## src/rtl/adpll_cfg_seq.sv

```systemverilog
// -----------------------------------------------------------------------------
// adpll_cfg_seq
//
// Bus initiator that brings up the ADPLL register block without CPU help.
// A start pulse runs a fixed write sequence (soft reset high, soft reset low,
// FCW, mode, enable). The sequencer then polls the LOCK register until the
// PLL reports lock or the lock timeout expires.
//
// Optional feature macro: ADPLL_SEQ_SAT_CHECK_EN
//   When defined, a lock is followed by one read of the SAT register.
//   SAT=1 ends the sequence with a fail pulse (locked stays set).
//   SAT=0 ends it with a done pulse.
//   When not defined, lock leads straight to the done pulse.
//
// Ports
//   clk       in   clock
//   rst       in   asynchronous reset, active high
//   start     in   1-cycle start pulse, ignored unless idle
//   fcw_cfg   in   FCW to program, sampled at start
//   mode_cfg  in   ADPLL mode to program, sampled at start
//   busy      out  high in every state except IDLE
//   done      out  1-cycle pulse: sequence finished with lock
//   fail      out  1-cycle pulse: lock timeout or saturation seen
//   locked    out  sticky lock status, cleared at start
//   valid     out  bus request
//   address   out  bus address
//   wdata     out  bus write data, unused bits always 0
//   wstrb     out  1 = write, 0 = read
//   ready     in   bus acknowledge from the register slave
//   rdata     in   bus read data, bit 0 = status
// -----------------------------------------------------------------------------

`ifndef ADPLL_ADDR_W
`define ADPLL_ADDR_W 8
`endif
`ifndef ADPLL_DATA_W
`define ADPLL_DATA_W 32
`endif
`ifndef FCWW
`define FCWW 26
`endif
`ifndef ADPLL_SOFT_RST
`define ADPLL_SOFT_RST 'h00
`endif
`ifndef FCW
`define FCW 'h04
`endif
`ifndef ADPLL_MODE
`define ADPLL_MODE 'h08
`endif
`ifndef ADPLL_EN
`define ADPLL_EN 'h0C
`endif
`ifndef ADPLL_LOCK
`define ADPLL_LOCK 'h10
`endif
`ifndef ADPLL_SAT
`define ADPLL_SAT 'h14
`endif

module adpll_cfg_seq #(
    parameter int ADDR_W  = `ADPLL_ADDR_W,
    parameter int DATA_W  = `ADPLL_DATA_W,
    parameter int FCW_W   = `FCWW,
    parameter int LOCK_TO = 4096
) (
    input  logic              clk,
    input  logic              rst,
    input  logic              start,
    input  logic [FCW_W-1:0]  fcw_cfg,
    input  logic [1:0]        mode_cfg,
    output logic              busy,
    output logic              done,
    output logic              fail,
    output logic              locked,
    output logic              valid,
    output logic [ADDR_W-1:0] address,
    output logic [DATA_W-1:0] wdata,
    output logic              wstrb,
    input  logic              ready,
    input  logic [1:0]        rdata
);

    localparam int CNT_W = $clog2(LOCK_TO + 1);
    localparam logic [CNT_W-1:0] CNT_MAX = CNT_W'(LOCK_TO);

    localparam logic [ADDR_W-1:0] A_SOFT_RST = ADDR_W'(`ADPLL_SOFT_RST);
    localparam logic [ADDR_W-1:0] A_FCW      = ADDR_W'(`FCW);
    localparam logic [ADDR_W-1:0] A_MODE     = ADDR_W'(`ADPLL_MODE);
    localparam logic [ADDR_W-1:0] A_EN       = ADDR_W'(`ADPLL_EN);
    localparam logic [ADDR_W-1:0] A_LOCK     = ADDR_W'(`ADPLL_LOCK);
`ifdef ADPLL_SEQ_SAT_CHECK_EN
    localparam logic [ADDR_W-1:0] A_SAT      = ADDR_W'(`ADPLL_SAT);
`endif

    typedef enum logic [3:0] {
        S_IDLE,
        S_W_RST1,
        S_W_RST0,
        S_W_FCW,
        S_W_MODE,
        S_W_EN,
        S_R_LOCK,
`ifdef ADPLL_SEQ_SAT_CHECK_EN
        S_R_SAT,
`endif
        S_DONE,
        S_FAIL
    } state_t;

    // Handshake: every bus state has two phases.
    //   REQ (rel_q=0): valid=1, address/wdata/wstrb frozen until ready=1 is
    //                  sampled; rdata is taken in that same cycle for reads.
    //   REL (rel_q=1): valid=0 until ready=0 is sampled. The slave's ready
    //                  lags valid, so waiting here keeps a stale ready from
    //                  acknowledging the next request.
    state_t             state_q, state_d;
    logic               rel_q, rel_d;
    logic               hit_q, hit_d;       // status bit of the last read
    logic               locked_q, locked_d;
    logic               valid_q, valid_d;
    logic [ADDR_W-1:0]  addr_q, addr_d;
    logic [DATA_W-1:0]  wdata_q, wdata_d;
    logic               wstrb_q, wstrb_d;
    logic [CNT_W-1:0]   cnt_q, cnt_d;
    logic [FCW_W-1:0]   fcw_q, fcw_d;
    logic [1:0]         mode_q, mode_d;

    logic               issue;
    state_t             issue_st;

    logic               unused_rdata;
    assign unused_rdata = rdata[1];

    always_ff @(posedge clk or posedge rst) begin
        if (rst) begin
            state_q  <= S_IDLE;
            rel_q    <= 1'b0;
            hit_q    <= 1'b0;
            locked_q <= 1'b0;
            valid_q  <= 1'b0;
            addr_q   <= '0;
            wdata_q  <= '0;
            wstrb_q  <= 1'b0;
            cnt_q    <= '0;
            fcw_q    <= '0;
            mode_q   <= '0;
        end else begin
            state_q  <= state_d;
            rel_q    <= rel_d;
            hit_q    <= hit_d;
            locked_q <= locked_d;
            valid_q  <= valid_d;
            addr_q   <= addr_d;
            wdata_q  <= wdata_d;
            wstrb_q  <= wstrb_d;
            cnt_q    <= cnt_d;
            fcw_q    <= fcw_d;
            mode_q   <= mode_d;
        end
    end

    always_comb begin
        state_d  = state_q;
        rel_d    = rel_q;
        hit_d    = hit_q;
        locked_d = locked_q;
        valid_d  = valid_q;
        addr_d   = addr_q;
        wdata_d  = wdata_q;
        wstrb_d  = wstrb_q;
        cnt_d    = cnt_q;
        fcw_d    = fcw_q;
        mode_d   = mode_q;
        issue    = 1'b0;
        issue_st = S_IDLE;

        // Lock timeout runs for the whole polling phase and saturates.
        if (state_q == S_R_LOCK && cnt_q != CNT_MAX) begin
            cnt_d = cnt_q + CNT_W'(1);
        end

        case (state_q)
            S_IDLE: begin
                if (start) begin
                    fcw_d    = fcw_cfg;
                    mode_d   = mode_cfg;
                    locked_d = 1'b0;
                    issue    = 1'b1;
                    issue_st = S_W_RST1;
                end
            end

            S_DONE, S_FAIL: begin
                state_d = S_IDLE;
            end

            default: begin
                if (!rel_q) begin
                    if (ready) begin
                        valid_d = 1'b0;
                        rel_d   = 1'b1;
                        if (state_q == S_R_LOCK) begin
                            hit_d = rdata[0];
                            if (rdata[0]) begin
                                locked_d = 1'b1;
                            end
                        end
`ifdef ADPLL_SEQ_SAT_CHECK_EN
                        if (state_q == S_R_SAT) begin
                            hit_d = rdata[0];
                        end
`endif
                    end
                end else if (!ready) begin
                    rel_d = 1'b0;
                    case (state_q)
                        S_W_RST1: begin
                            issue    = 1'b1;
                            issue_st = S_W_RST0;
                        end
                        S_W_RST0: begin
                            issue    = 1'b1;
                            issue_st = S_W_FCW;
                        end
                        S_W_FCW: begin
                            issue    = 1'b1;
                            issue_st = S_W_MODE;
                        end
                        S_W_MODE: begin
                            issue    = 1'b1;
                            issue_st = S_W_EN;
                        end
                        S_W_EN: begin
                            // First LOCK request: timeout starts from 0 here.
                            cnt_d    = '0;
                            issue    = 1'b1;
                            issue_st = S_R_LOCK;
                        end
                        S_R_LOCK: begin
                            // A lock seen on the last read beats the timeout.
                            if (hit_q) begin
`ifdef ADPLL_SEQ_SAT_CHECK_EN
                                issue    = 1'b1;
                                issue_st = S_R_SAT;
`else
                                state_d  = S_DONE;
                                addr_d   = '0;
                                wdata_d  = '0;
                                wstrb_d  = 1'b0;
`endif
                            end else if (cnt_q == CNT_MAX) begin
                                state_d = S_FAIL;
                                addr_d  = '0;
                                wdata_d = '0;
                                wstrb_d = 1'b0;
                            end else begin
                                issue    = 1'b1;
                                issue_st = S_R_LOCK;
                            end
                        end
`ifdef ADPLL_SEQ_SAT_CHECK_EN
                        S_R_SAT: begin
                            state_d = hit_q ? S_FAIL : S_DONE;
                            addr_d  = '0;
                            wdata_d = '0;
                            wstrb_d = 1'b0;
                        end
`endif
                        default: begin
                            state_d = S_IDLE;
                        end
                    endcase
                end
            end
        endcase

        // Launch the REQ phase of the next bus state.
        if (issue) begin
            state_d = issue_st;
            rel_d   = 1'b0;
            hit_d   = 1'b0;
            valid_d = 1'b1;
            wstrb_d = 1'b1;
            addr_d  = '0;
            wdata_d = '0;
            case (issue_st)
                S_W_RST1: begin
                    addr_d  = A_SOFT_RST;
                    wdata_d = DATA_W'(1);
                end
                S_W_RST0: begin
                    addr_d  = A_SOFT_RST;
                end
                S_W_FCW: begin
                    addr_d  = A_FCW;
                    wdata_d = DATA_W'(fcw_q);
                end
                S_W_MODE: begin
                    addr_d  = A_MODE;
                    wdata_d = DATA_W'(mode_q);
                end
                S_W_EN: begin
                    addr_d  = A_EN;
                    wdata_d = DATA_W'(1);
                end
                S_R_LOCK: begin
                    addr_d  = A_LOCK;
                    wstrb_d = 1'b0;
                end
`ifdef ADPLL_SEQ_SAT_CHECK_EN
                S_R_SAT: begin
                    addr_d  = A_SAT;
                    wstrb_d = 1'b0;
                end
`endif
                default: begin
                    valid_d = 1'b0;
                    wstrb_d = 1'b0;
                end
            endcase
        end
    end

    assign busy    = (state_q != S_IDLE);
    assign done    = (state_q == S_DONE);
    assign fail    = (state_q == S_FAIL);
    assign locked  = locked_q;
    assign valid   = valid_q;
    assign address = addr_q;
    assign wdata   = wdata_q;
    assign wstrb   = wstrb_q;

endmodule

```

## config.mk

```make
export PLATFORM = sky130hd
export DESIGN_NAME = adpll_cfg_seq
export DESIGN_NICKNAME = d
export VERILOG_FILES = /design/src/rtl/adpll_cfg_seq.sv
export SDC_FILE = /design/constraint.sdc
export NUM_CORES = 1
export LEC_CHECK = 0
export CAP_MARGIN = 0
export CORE_MARGIN = 3
export CORE_UTILIZATION = 25
export CTS_CLUSTER_SIZE = 14
export DETAILED_ROUTE_END_ITERATION = 8
export SLEW_MARGIN = 10
export SYNTH_ARGS = -nofsm -noshare
export SYNTH_HDL_FRONTEND = slang
export SYNTH_SLANG_ARGS = --single-unit
```

## constraint.sdc

```tcl
create_clock -name clk -period 2.8 [get_ports clk]
set_input_delay 0.84 -clock clk [delete_from_list [all_inputs] [get_ports clk]]
set_output_delay 0.84 -clock clk [all_outputs]
set_load 0.005 [all_outputs]
```

=== Word-level counts from Yosys, hierarchy flattened ===
Index checks and enable logic that the tools add are counted.
W data, S select, Z words.

* Bits in registers: 90
* Output and inout bits: 46
* Input bits: 34
* Logic and storage cells: 130

* Bitwise gates (word level): 1
* Eq/ne operators: 25
* Reduce and logical (&&, ||, !) cells: 23
* $add $sub $neg: 1
* Mux-type cells: 69

{| class="wikitable"
|+ Operators with widths
! kind !! number
|-
| $mux W32 || 7
|-
| $pmux W26 S3 || 1
|-
| $mux W13 || 5
|-
| $mux W8 || 7
|-
| $mux W1 || 32
|-
| $eq A4 B3 Y1 const B || 7
|-
| $mux W4 || 5
|-
| $pmux W5 S4 || 1
|-
| $pmux W3 S6 || 1
|-
| $eq A4 B2 Y1 const B || 4
|-
| $pmux W4 S2 || 2
|-
| $add A13 B1 Y13 const B || 1
|-
| $eq A13 B13 Y1 const B || 1
|-
| $ne A13 B13 Y1 const B || 1
|-
| $mux W3 || 4
|-
| $reduce_bool A2 Y1 || 6
|-
| $reduce_and A5 Y1 || 2
|-
| $reduce_or A5 Y1 || 2
|-
| $eq A4 B1 Y1 const B || 2
|-
| $ne A2 B1 Y1 const B || 4
|-
| $ne A3 B1 Y1 const B || 2
|-
| $pmux W1 S2 || 3
|-
| $pmux W3 S2 || 1
|-
| $reduce_and A6 Y1 || 1
|-
| other kinds (14) || 17
|}

=== Longest topological paths before layout ===
Gate-level depths: netlist of run 1.

* Word-level depth: 11
* Depth in mapped cells: 10

=== Worst setup path after synthesis of run 1 ===
Ideal clock, no wire load.

* Path kind: input to register
* From: input port ready
* To: register valid_q (netlist: valid)
* Stages: 8
* Required time: 2.677 ns
* Buffers on the path: 1
* Arrival: 2.048 ns
* Library setup time: 0.123 ns
* Setup slack: 0.629 ns
* Cells stage by stage: nor2b_1 > nand4_1 > clkbuf_1 > nand2b_1 > ha_1 > nand4_1 > o22ai_1 > a21oi_1

* Cells in the longest elaborated chain, start to end: 7
* Elaborated cells on any way between the ends: 19
* Classes of those cells: 8 x eq/ne; 8 x mux; 3 x reduce/logical

{| class="wikitable"
|+ Ends and longest elaborated chain
! what !! line !! source
|-
| start: declaration || 80 || <nowiki>input logic ready,</nowiki>
|-
| $mux W3 || 215 || <nowiki>end else if (!ready) begin</nowiki>
|-
| $mux W3 || 199 || <nowiki>if (!rel_q) begin</nowiki>
|-
| $pmux W3 S2 || 183 || <nowiki>case (state_q)</nowiki>
|-
| $eq A4 B3 Y1, or another cell as far along || 287 || <nowiki>case (issue_st)</nowiki>
|-
| $reduce_or A6 Y1 (no source line) || n/a ||
|-
| $mux W1 || 287 ||
|-
| $mux W1 || 279 || <nowiki>if (issue) begin</nowiki>
|-
| end signal: assignment || 153 || <nowiki>valid_q <= valid_d;</nowiki>
|-
| end: declaration || 121 || <nowiki>logic valid_q, valid_d;</nowiki>
|}

Several ways; a longest one is shown, not always the timed one.
A chain may end at the register's enable or synchronous reset.

=== Worst setup path in the final report of run 1 ===
* From: register state_q[1]
* To: output port fail

* Cells in the longest elaborated chain, start to end: 1

{| class="wikitable"
|+ Ends and longest elaborated chain
! what !! line !! source
|-
| start: declaration || 117 || <nowiki>state_t state_q, state_d;</nowiki>
|-
| start signal: assignment || 149 || <nowiki>state_q <= state_d;</nowiki>
|-
| $eq A4 B4 Y1 || 327 || <nowiki>assign fail = (state_q == S_FAIL);</nowiki>
|-
| end: declaration || 74 || <nowiki>output logic fail,</nowiki>
|}

Every way passes these cells.

==> impl_metrics.py, run 1 <==
metrics = {
    "clocking": {
        "cts_tree": "done",
        "cts_setup_buffers": 0,
        "cts_buffers": 9,
        "cts.sinks": 79,
        "cts_buffer_depth": 2,
        "htree_num_levels": 3,
        "cts.repair.resized": 0,
        "root_buffer": "clkbuf_16",
        "clock_latency_ns": 0.33,
        "path_clk_slew_ns": 0.07,
        "cts_hold_buf": 0,
    },
    "timing": {
        "rsz0062_at_grt": "false",
        "fmax_mhz": 369.0,
        "skew_ns": 0.006323,
        "final-hold-violation-count": 0,
        "post-route-period-util": 0.9680,
        "fin_setup_tns_ns": 0,
        "fin_crit_ns": 2.710,
        "final_max_slew_viol_count": 0,
        "finalSetupViolCount": 0,
    },
    "finish": {
        "seq_area_sq_um": 1977,
        "final_cell_mix": "nand2_1 (100), dfrtp_1 (79), clkdlybuf4s50_1 (67)",
        "final_common_cell": "nand2_1",
        "area_growth_pct": 31.51,
        "nFillCells": 1437,
        "diodes": 0,
        "multi_input_area_sq_um": 1595,
        "fin_util": 0.3381,
        "nets": 480,
        "fin_area_sq_um": 4951,
        "drive_gt1_frac": 0.1138,
    },
    "critical_path": {
        "critPathKind": "reg2out",
        "cpPeakStageDelay_ns": 0.52,
        "cp_cell_sequence": "or3_1, nor2_1, clkdlybuf4s50_1",
        "cp-end-kind": "primary output",
        "cp_slowest_cell": "clkdlybuf4s50_1",
        "arrival_ns": 1.87,
        "required_ns": 1.96,
        "start_kind": "flip-flop",
        "crit_fanout": 7,
    },
    "detailed_routing": {
        "drt_pass1_iterations": 4,
        "viasPerCell": 4.576,
        "drt_iter0_markers": 239,
        "drt_wl_total_um": 9097,
        "drc": 0,
        "vias": 2892,
        "ant_nets": 0,
        "wire_per_inst_um": 14.39,
    },
    "place": {
        "place_area_sq_um": 4637,
        "hpwl_um": 6352,
        "gp_congestion": 0.8641,
        "io_buffers": 67,
    },
    "worst_hold_path": {
        "hold_path_class": "reg2reg",
    },
    "pwr": {
        "p_comb_frac": 0.259,
        "p_int_mw": 2.552,
        "p_seq_frac": 0.418,
        "power_switching_mw": 1.262,
        "switching_share": 0.3310,
        "peakVddDrop_mv": 0.2730,
        "cellPowerDensity_nw_per_um2": 770.3,
        "leakage_nw": 2.228,
        "power_frac_clock": 0.323,
    },
    "yosys": {
        "synth_cell_types": 48,
        "synth_edf_count": 0,
        "async_flop_share": 1.000,
        "ys_warn_count": 0,
        "synthTopCellsByArea": "dfrtp_1 (53%), nand2_1 (10%), a22o_1 (5.8%), buf_4 (2.8%), o21ai_0 (2.0%)",
        "synth_top_area_cell": "dfrtp_1",
        "synth_ff_type": "dfrtp_1",
        "synth_top_area_frac": 0.5251,
        "avgSynthCellArea_sq_um": 10.12,
        "synth-seq-cells": 79,
        "synth_cells": 372,
        "ys_seq_area_frac": 0.5251,
        "syn_area_sq_um": 3765,
    },
    "floorplan": {
        "die_h_um": 128.7,
        "initial_core_util": 0.2571,
        "row_count": 44,
        "dieArea_sq_um": 16570,
        "core-area_sq_um": 14640,
        "io_pins": 80,
        "die_w_um": 128.7,
    },
    "global_route": {
        "grt-ovfl-total": 0,
        "grt_pass1_vias": 2972,
        "grt_usage": 0.1156,
        "grt_max_degree": 80,
        "grt_pass1_wl_um": 15400,
        "antenna_found_initial": 0,
    },
    "run": {
        "timing.max_cap.violations": 0,
    },
    "outcome": {
        "status": "complete, no violations",
    },
}
## final cells by class
cell class,count,share of cell area
inverters,8,0.006823
repair buffers,81,0.1617
flip-flops and latches,79,0.3993
clock buffers,10,0.04827
clock inverters,6,0.01516
multi-input cells,264,0.3222
well taps,184,0.04650
## metrics by stage
| step | total power, mW | worst slack (ns) | hold slack, ns | std cells |
|---|---|---|---|---|
| after global routing | 4.077 | 0.008023 | 0.4943 | 632 |
| after floorplan | 2.281 | 0.6295 | 0.4455 | 382 |
| after CTS | 3.858 | 0.06840 | 0.4796 | 632 |
| final | 3.814 | 0.08973 | 0.4752 | 632 |
| after global placement | 2.573 | 0.1490 | 0.4550 | 616 |
| after detailed placement | 2.616 | 0.1113 | 0.4649 | 616 |
## worst paths after layout
path,cells after the start,startpoint,slack [ns],end
max,3,state_q[1],0.09,fail
max in group asynchronous,3,rst,1.50,cnt_q[0]
min,2,wdata[1],0.48,wdata[1]
min in group asynchronous,3,rst,0.95,fcw_q[5]
max reg2reg,9,state_q[1],0.47,valid
min reg2reg,2,wdata[1],0.48,wdata[1]
## sequential cells by signal, summed over array words and instances (netlist names)
name and cells:
address 3, cnt_q 13, fcw_q 26, hit_q 1
locked 1, mode_q 2, rel_q 1, state_q 4
valid 1, wdata 26, wstrb 1
## layer usage
| layer | up-vias | share of wire | track usage |
|---|---|---|---|
| li1 | 1395 | - | - |
| met1 | 1416 | 0.47 | 0.1571 |
| met2 | 72 | 0.46 | 0.1808 |
| met3 | 9 | 0.059 | 0.03155 |
| met4 | 0 | 0.0098 | 0.03397 |
| met5 | - | 0 | 0 |
## kinds of logic (layout without fill, tap and decap cells)
logic type,Yosys count,in the layout,share of synthesized area
xor+xnor,8,8,0.01861
buf+inv,39,105,0.06115
simple gates,167,167,0.2263
flops,79,79,0.5251
fa+ha+maj,3,3,0.009971
compound gates,70,70,0.1406
other cells,1,11,0.0009961
mux,5,5,0.01728
## synthesized netlist by cell type (all sizes together) (3+ instances only)
cell	number
a211oi	3
a21oi	16
a22o	25
and2	5
buf	24
clkbuf	7
dfrtp	79
ha	3
inv	8
mux2	3
nand2	100
nand2b	4
nand3	6
nand4	9
nor2	18
nor4	4
o211ai	3
o21ai	15
or3	7
xnor2	4
xor2	4
## power groups by stage
stage          combinational, mW  sequential (mW)  clock [mW]
5_1_grt                     1.13             1.63        1.32
3_3_place_gp               0.972             1.60           0
4_1_cts                     1.00             1.60        1.25
2_1_floorplan              0.707             1.57           0
6_report                   0.987             1.60        1.23
3_5_place_dp               0.997             1.62           0
## critical path: cells and delay by family (launching register included)
kind	cells	cell delay (ns)
and+or+nand+nor	2	0.54
DFF	1	0.48
buffers and inverters	1	0.52
Note: power is estimated with default switching activity, not from simulation.
==> run 2: changes to the inputs <==
Settings changed: CORE_MARGIN 3 to 1.
==> run 2 against run 1 <==
Net effect: hold slack got worse by 0.0018 ns; cell area fell by 1.0%; clock skew hardly changed; critical endpoint is now done; clock power shrank 15%; via count about the same; largest cell class unchanged; first-iteration DRC count fell by 14%; register-to-register slack gained 0.05 ns; final cell count is 0.32% higher; global-route usage up 0.13 points.
==> impl_metrics.py, run 2 (synthesized netlist as in run 1, its figures left out) <==
metrics = {
    "outcome": {
        "status": "complete, no violations",
    },
    "clocking": {
        "cts_setup_buffers": 0,
        "path_clk_slew_ns": 0.06,
        "clock_latency_ns": 0.33,
        "cts_buffers": 9,
        "htree_num_levels": 3,
        "cts_tree": "done",
        "cts.repair.resized": 0,
        "cts_buffer_depth": 2,
        "root_buffer": "clkbuf_16",
        "cts_hold_buf": 0,
        "cts.sinks": 79,
    },
    "critical_path": {
        "arrival_ns": 1.81,
        "reg2reg_setup_slack_ns": 0.52,
        "start_kind": "flip-flop",
        "crit_fanout": 9,
        "cp-end-kind": "primary output",
        "required_ns": 1.96,
        "critPathKind": "reg2out",
    },
    "global_route": {
        "grt_pass1_wl_um": 14770,
        "grt_util_met3": 0.03308,
        "grt_max_degree": 50,
        "grt_use_met1": 0.1546,
        "grt_pass1_vias": 2850,
        "grt_usage": 0.1169,
        "met2_usage": 0.1826,
        "antenna_found_initial": 0,
        "grt.busiest_layer": "met2",
        "grt-ovfl-total": 0,
    },
    "detailed_routing": {
        "drt_wl_total_um": 8824,
        "viasPerCell": 4.565,
        "drt_pass1_iterations": 4,
        "drc": 0,
        "wire_per_inst_um": 13.92,
        "vias": 2894,
        "ant_nets": 0,
        "drt_iter0_markers": 205,
    },
    "floorplan": {
        "die_w_um": 124.7,
        "io_pins": 80,
        "core-area_sq_um": 14590,
        "dieArea_sq_um": 15550,
        "row_count": 44,
        "initial_core_util": 0.2581,
        "die_h_um": 124.7,
    },
    "timing": {
        "whs_ns": 0.4735,
        "post-route-period-util": 0.9477,
        "rsz0062_at_grt": "false",
        "finalSetupViolCount": 0,
        "final_max_slew_viol_count": 0,
        "fin_setup_tns_ns": 0,
        "fin_crit_ns": 2.654,
        "final-hold-violation-count": 0,
        "fmax_mhz": 376.8,
        "worst_pin_slew_ns": 0.6356,
        "skew_ns": 0.006306,
        "max_slew_margin": 0.5762,
    },
    "pwr": {
        "p_comb_frac": 0.272,
        "peakVddDrop_mv": 0.3228,
        "leakage_nw": 2.205,
        "p_int_mw": 2.418,
        "p_seq_frac": 0.439,
        "cellPowerDensity_nw_per_um2": 738.9,
        "power_frac_clock": 0.288,
        "switching_share": 0.3320,
        "power_switching_mw": 1.202,
    },
    "finish": {
        "area_growth_pct": 30.14,
        "final_common_cell": "nand2_1",
        "final_cell_mix": "nand2_1 (100), dfrtp_1 (79), clkdlybuf4s50_1 (67)",
        "nFillCells": 1444,
        "drive_gt1_frac": 0.1156,
        "nets": 483,
        "diodes": 0,
    },
    "worst_hold_path": {
        "hold_path_class": "reg2reg",
    },
    "run": {
        "timing.max_cap.violations": 0,
    },
    "place": {
        "hpwl_um": 6235,
        "io_buffers": 67,
        "gp_congestion": 0.7926,
    },
}
run 2: worst paths after layout:
path                            start         end  cells past startpoint
setup / recovery           state_q[3]        done                      3
hold / removal               wdata[1]    wdata[1]                      2
setup reg to reg             cnt_q[0]       valid                     10
hold reg to reg              wdata[1]    wdata[1]                      2
max in group asynchronous         rst  address[2]                      3
min in group asynchronous         rst   wdata[23]                      3
run 2: critical path, stage by stage (launching register included):
cell and delay [ns]:
dfrtp_1 0.53, nand2b_4 0.26, nor2_1 0.16, clkdlybuf4s50_1 0.54
run 2: metrics by stage:
step                power, mW  std cells  worst slack (ns)  instance area (sq um)  utilization
floorplan               2.281        382            0.6295                   3806            -
global placement        2.572        619            0.1803                   4634       0.3177
detailed placement      2.605        619            0.1577                   4634       0.3177
CTS                     3.660        634            0.1325                   4900       0.3358
global route            3.870        634           0.03667                   4900       0.3358
finish                  3.621        634            0.1463                   4900       0.3358
run 2: per-layer routing:
layer  up-vias  part of all wire
li1       1397                 -
met3        10             0.055
met2        78              0.46
met1      1409              0.47
met4         0             0.015
met5         -                 0
run 2: area by class of cell:
class / instances / area, sq um / area share
clock inverter: 5 / 36.28 / 0.007406
inverter: 8 / 33.78 / 0.006895
clock buffer: 10 / 229.0 / 0.04673
multi-input combinational: 264 / 1595 / 0.3256
tap: 184 / 230.2 / 0.04699
timing repair buffer: 84 / 798.3 / 0.1629
sequential: 79 / 1977 / 0.4035
run 2: power by group through the flow:
stage	clock network (mW)	logic, mW	registers, mW
floorplan	0	0.707	1.57
global placement	0	0.975	1.60
detailed placement	0	0.993	1.61
CTS	1.07	0.996	1.59
global route	1.13	1.11	1.62
finish	1.04	0.986	1.59
